<file path="src/rtl/pll_phase_stepper.sv">
// ECP5 EHXPLLL dynamic phase sequencer: cmd -> setup, PHASESTEP pulses, optional PHASELOADREG, settle.
// Latency 1+SETUP+2*PULSE*(count+load)+SETTLE cycles; cmd_ready low while busy or unlocked.
module pll_phase_stepper #(
   parameter int OUT_DIV       = 15,
   parameter int POS_W         = 7,
   parameter int SETUP_CYCLES  = 2,
   parameter int PULSE_CYCLES  = 4,
   parameter int SETTLE_CYCLES = 16
) (
   input  logic               clk,
   input  logic               resetn,
   input  logic               pll_locked,
   input  logic               cmd_valid,
   output logic               cmd_ready,
   input  logic [1:0]         cmd_sel,
   input  logic               cmd_dir,
   input  logic [7:0]         cmd_count,
   input  logic               cmd_load,
   output logic               done,
   output logic               err,
   output logic [4*POS_W-1:0] phase_pos,
   output logic [1:0]         phasesel,
   output logic               phasedir,
   output logic               phasestep,
   output logic               phaseloadreg
);

   typedef enum logic [2:0] {
      WAIT_LOCK, IDLE, SETUP, STEP_LO, STEP_HI, LOAD_LO, LOAD_HI, SETTLE
   } state_t;

   localparam int PERIOD = 8 * OUT_DIV;
   localparam logic [POS_W-1:0] POS_MAX = POS_W'(PERIOD - 1);

   state_t            state, state_nxt;
   logic [15:0]       cnt, cnt_load;
   logic [7:0]        rem;
   logic              load_q;
   logic              accept, lock_loss, tick;
   logic [POS_W-1:0]  pos [4];

   assign cmd_ready = (state == IDLE);
   assign accept    = cmd_valid && cmd_ready && pll_locked;
   assign lock_loss = !pll_locked && (state != WAIT_LOCK);
   assign tick      = (cnt == 16'd0);

   always_ff @(posedge clk) begin
      if (!resetn) state <= WAIT_LOCK;
      else         state <= state_nxt;
   end

   always_comb begin
      state_nxt = state;
      case (state)
         WAIT_LOCK: if (pll_locked) state_nxt = IDLE;
         IDLE:      if (accept) state_nxt = SETUP;
         SETUP, STEP_HI:
            if (tick) begin
               if (rem != 8'd0)  state_nxt = STEP_LO;
               else if (load_q)  state_nxt = LOAD_LO;
               else              state_nxt = SETTLE;
            end
         STEP_LO:   if (tick) state_nxt = STEP_HI;
         LOAD_LO:   if (tick) state_nxt = LOAD_HI;
         LOAD_HI:   if (tick) state_nxt = SETTLE;
         SETTLE:    if (tick) state_nxt = IDLE;
         default:   state_nxt = WAIT_LOCK;
      endcase
      // Lock loss overrides every in-flight transition, including an accept.
      if (lock_loss) state_nxt = WAIT_LOCK;
   end

   always_comb begin
      cnt_load = 16'd0;
      case (state_nxt)
         SETUP:                              cnt_load = 16'(SETUP_CYCLES - 1);
         STEP_LO, STEP_HI, LOAD_LO, LOAD_HI: cnt_load = 16'(PULSE_CYCLES - 1);
         SETTLE:                             cnt_load = 16'(SETTLE_CYCLES - 1);
         default:                            cnt_load = 16'd0;
      endcase
   end

   always_ff @(posedge clk) begin
      if (!resetn) begin
         cnt          <= 16'd0;
         rem          <= 8'd0;
         load_q       <= 1'b0;
         done         <= 1'b0;
         err          <= 1'b0;
         phasesel     <= 2'd0;
         phasedir     <= 1'b0;
         phasestep    <= 1'b1;
         phaseloadreg <= 1'b1;
         for (int k = 0; k < 4; k++) pos[k] <= '0;
      end else begin
         cnt          <= (state_nxt != state) ? cnt_load : (tick ? cnt : cnt - 16'd1);
         done         <= (state == SETTLE) && (state_nxt == IDLE);
         phasestep    <= (state_nxt != STEP_LO);
         phaseloadreg <= (state_nxt != LOAD_LO);
         if (accept) begin
            phasesel <= cmd_sel;
            phasedir <= cmd_dir;
            rem      <= cmd_count;
            load_q   <= cmd_load;
            err      <= 1'b0;
         end else if (lock_loss && state != IDLE) begin
            err <= 1'b1;
         end
         // Position advances together with the rising edge of PHASESTEP.
         if (state == STEP_LO && state_nxt == STEP_HI) begin
            rem <= rem - 8'd1;
            if (phasedir)
               pos[phasesel] <= (pos[phasesel] == POS_MAX) ? '0 : pos[phasesel] + 1'b1;
            else
               pos[phasesel] <= (pos[phasesel] == '0) ? POS_MAX : pos[phasesel] - 1'b1;
         end
      end
   end

   for (genvar g = 0; g < 4; g++) begin : g_pos
      assign phase_pos[g*POS_W +: POS_W] = pos[g];
   end

endmodule

</file>
<file path="config.mk">
export PLATFORM = sky130hd
export DESIGN_NAME = pll_phase_stepper
export DESIGN_NICKNAME = d
export VERILOG_FILES = /design/src/rtl/pll_phase_stepper.sv
export SDC_FILE = /design/constraint.sdc
export NUM_CORES = 1
export LEC_CHECK = 0
export BUFFER_PORTS_ARGS = -buffer_cell sky130_fd_sc_hd__buf_2
export CAP_MARGIN = 20
export CORE_MARGIN = 3
export CORE_UTILIZATION = 60
export CTS_CLUSTER_SIZE = 28
export DETAILED_ROUTE_END_ITERATION = 10
export GPL_ROUTABILITY_DRIVEN = 0
export HOLD_SLACK_MARGIN = 0.03
export PLACE_DENSITY = 0.93
export RECOVER_POWER = 100
export SYNTH_ARGS = -nofsm -noshare
export SYNTH_HDL_FRONTEND = slang
export SYNTH_SLANG_ARGS = --single-unit
export TNS_END_PERCENT = 30
</file>
<file path="constraint.sdc">
create_clock -name clk -period 5.6 [get_ports clk]
set_clock_uncertainty 0.2 [all_clocks]
set_input_delay 1.12 -clock clk [delete_from_list [all_inputs] [get_ports clk]]
set_output_delay 1.12 -clock clk [all_outputs]
set_load 0.01 [all_outputs]
</file>
==> qor.yml <==
critical_path:
  crit_fanout: 14
  crit_type: "reg -> reg"
  critPathRequiredTime_ns: 5.59
  regToRegSetupSlack_ns: 1.94
  worstSetupStartpointType: "register"
  worst-endpoint-arrival_ns: 3.65
  r2r-start: "cnt[0]"
  r2r_end: "cnt[2]"
  cp-end-kind: "register"
  r2r_cells: 10
job:
  drv_cap: 0
global_routing:
  grt_overflow_total: 0
  grt_max_degree: 18
  grt_first_pass_wirelength_microns: 13000
  antenna_found_initial: 0
  grt.total_usage_pct: 26.3
  grt_pass1_vias: 2733
floorplan:
  ioPinCount: 52
  die_w_microns: 81.2
  core_area_sq_mm: 0.00527
  num_rows: 26
  die_h_microns: 81.2
  initial_core_util_pct: 64.4
  design.die.area_sq_mm: 0.00659
power_and_ir_drop:
  power_mw: 1.61
  leakagePower_nw: 1.41
  ir_worst_vdd_uv: 356
  powerDensity_mw_per_mm2: 419
sta:
  rsz0062_at_grt: "no"
  fin_crit_sh_pct: 65.3
  slew_violations: 0
  finalSetupViolCount: 0
  worst_pin_slew_ns: 1.02
  setup_tns_ns: 0
  period_needed_ns: 3.66
  relSlewSlack_pct: 31.1
  final_hold_viol_count: 0
  fmax_ghz: 0.273
detailed_routing:
  vias_per_cell: 6.04
  wl_per_cell_microns: 16.1
  dr.first_iter.drc_count: 307
  wl_microns: 7990
  first_pass_iters: 5
  drc_errors: 0
  drtAntennaViolNets: 0
  vias: 2992
clocking:
  cts_resized: 0
  numCtsBuffers: 9
  clk_pin_slew_ns: 0.07
  cts_max_path_buffers: 2
  clock-sinks: 65
  htree_levels: 3
  cts_setup_buffers: 0
  insertion_delay_ns: 0.34
  cts_tree: "yes"
  root_buffer: "clkbuf_8"
  postCtsHoldBufs: 0
worst_hold_path:
  hold_end: "load_q"
  holdPathStages: 2
  hold_path_class: "reg -> reg"
  holdCritStartpoint: "load_q"
placement:
  port_buffers: 51
  placedInstanceArea_sq_mm: 0.00366
  hpwl_microns: 5660
final_layout:
  nets: 441
  final_util_pct: 72.7
  final_area_sq_mm: 0.00383
  diodes: 0
  area_growth_pct: 13.0
  drive_gt1_share_pct: 10.6
synthesis:
  seq_area_frac_synth_pct: 46.6
  synth-async-reset-ratio_pct: 0
  yosys_warnings: 0
  synth_area_sq_mm: 0.00339
  synth.ff_latch_count: 65
  syn_inst: 375
  yosys.area.top_type: "edfxtp_1"
  ys.flop_type: "dfxtp_1"
  synth_edf_count: 28
  ys_types: 51
  syn-num-nets: 396
  avgSynthCellArea_sq_um: 9.05
  synthTopCellsByArea: "edfxtp_1 25%, dfxtp_1 22%, nor2_1 8.2%"
  synth_most_common_cell: "nor2_1"
  synth_top_area_share_pct: 24.8
  synthTopCellsByCount: "74 x nor2_1, 42 x nand2_1, 37 x dfxtp_1"
outcome:
  outcome: "finished clean"
==> state kept, by name, indices dropped and copies added, names as in the netlist, named ones only <==
name,flops
err,1
pos,28
load_q,1
rem,8
phasesel,2
cnt,16
phasestep,1
done,1
phaseloadreg,1
state,3
phasedir,1
==> where the power goes <==
part / switching (mW) / internal, mW / total [mW]
clock: 0.184 / 0.309 / 0.494
combinational: 0.316 / 0.212 / 0.528
sequential: 0.0466 / 0.538 / 0.585
total: 0.547 / 1.06 / 1.61
==> layout by cell type, fill, tap and decap left out, drive strengths merged, types with 2 or more instances in the layout <==
master / netlist / layout
a21oi: 28 / 28
a31o: 2 / 2
and2: 2 / 2
buf: 6 / 15
bufinv: 0 / 3
clkbuf: 12 / 47
clkinv: 0 / 2
dfxtp: 37 / 37
edfxtp: 28 / 28
ha: 5 / 5
inv: 12 / 13
mux2i: 3 / 3
mux4: 7 / 7
nand2: 42 / 42
nand2b: 2 / 2
nand3: 9 / 9
nand3b: 5 / 5
nand4: 4 / 4
nand4b: 2 / 2
nor2: 74 / 74
nor3: 14 / 14
nor4: 8 / 8
o211ai: 2 / 2
o21a: 2 / 2
o21ai: 16 / 16
o22ai: 2 / 2
o31ai: 2 / 2
or2: 4 / 4
or3: 7 / 7
or4: 6 / 6
xnor2: 13 / 13
xor2: 6 / 6
==> worst max path at each step <==
stage	startpoint	to
2_1_floorplan	cnt[0]	pos[3][0]
3_3_place_gp	cnt[0]	pos[3][0]
3_5_place_dp	cnt[0]	pos[3][0]
4_1_cts	cnt[0]	pos[3][3]
5_1_grt	cnt[0]	cnt[2]
6_report	cnt[0]	cnt[2]
==> final cells by class <==
cell class | count | area, sq um
Inverter | 12 | 45.0
Multi-Input combinational cell | 280 | 1650
Timing Repair Buffer | 52 | 214
Clock buffer | 10 | 138
Tap cell | 70 | 87.6
Clock inverter | 6 | 114
Fill cell | 391 | 1440
Sequential cell | 65 | 1580
==> critical path, stage by stage (launching register included) <==
cell	delay, ns
dfxtp_1	0.33
inv_1	0.07
ha_1	0.16
or3b_1	0.45
nor4_1	0.29
clkbuf_1	0.50
o22ai_1	0.15
a221oi_1	0.32
or3_1	0.20
or2_0	0.64
o31ai_1	0.19
==> through the flow <==
stage | setup WS [ns] | instances | hold slack (ns)
floorplan | 2.27 | 375 | 0.231
global placement | 2.09 | 479 | 0.245
detailed placement | 1.94 | 479 | 0.245
CTS | 1.94 | 495 | 0.255
global route | 1.68 | 495 | 0.283
finish | 1.94 | 495 | 0.257
==> metal layers <==
metal,GRT usage (%),routed length [microns],vias up
met1,34.8,3460,1395
met2,39.6,3690,147
met5,0,0,-
met3,5.99,576,25
met4,15.5,262,0
li1,-,-,1425
==> kinds of logic after synthesis <==
group / after synthesis / share of synthesized area, %
AO/OA/AOI/OAI: 61 / 10.4
multiplexers: 11 / 5.86
buffers and inverters: 30 / 3.65
XOR/XNOR: 19 / 4.91
adder cells (fa/ha/maj): 5 / 1.84
flip-flops: 65 / 46.6
AND/OR/NAND/NOR: 184 / 26.7
No activity file was read; power rests on OpenSTA's default activity.
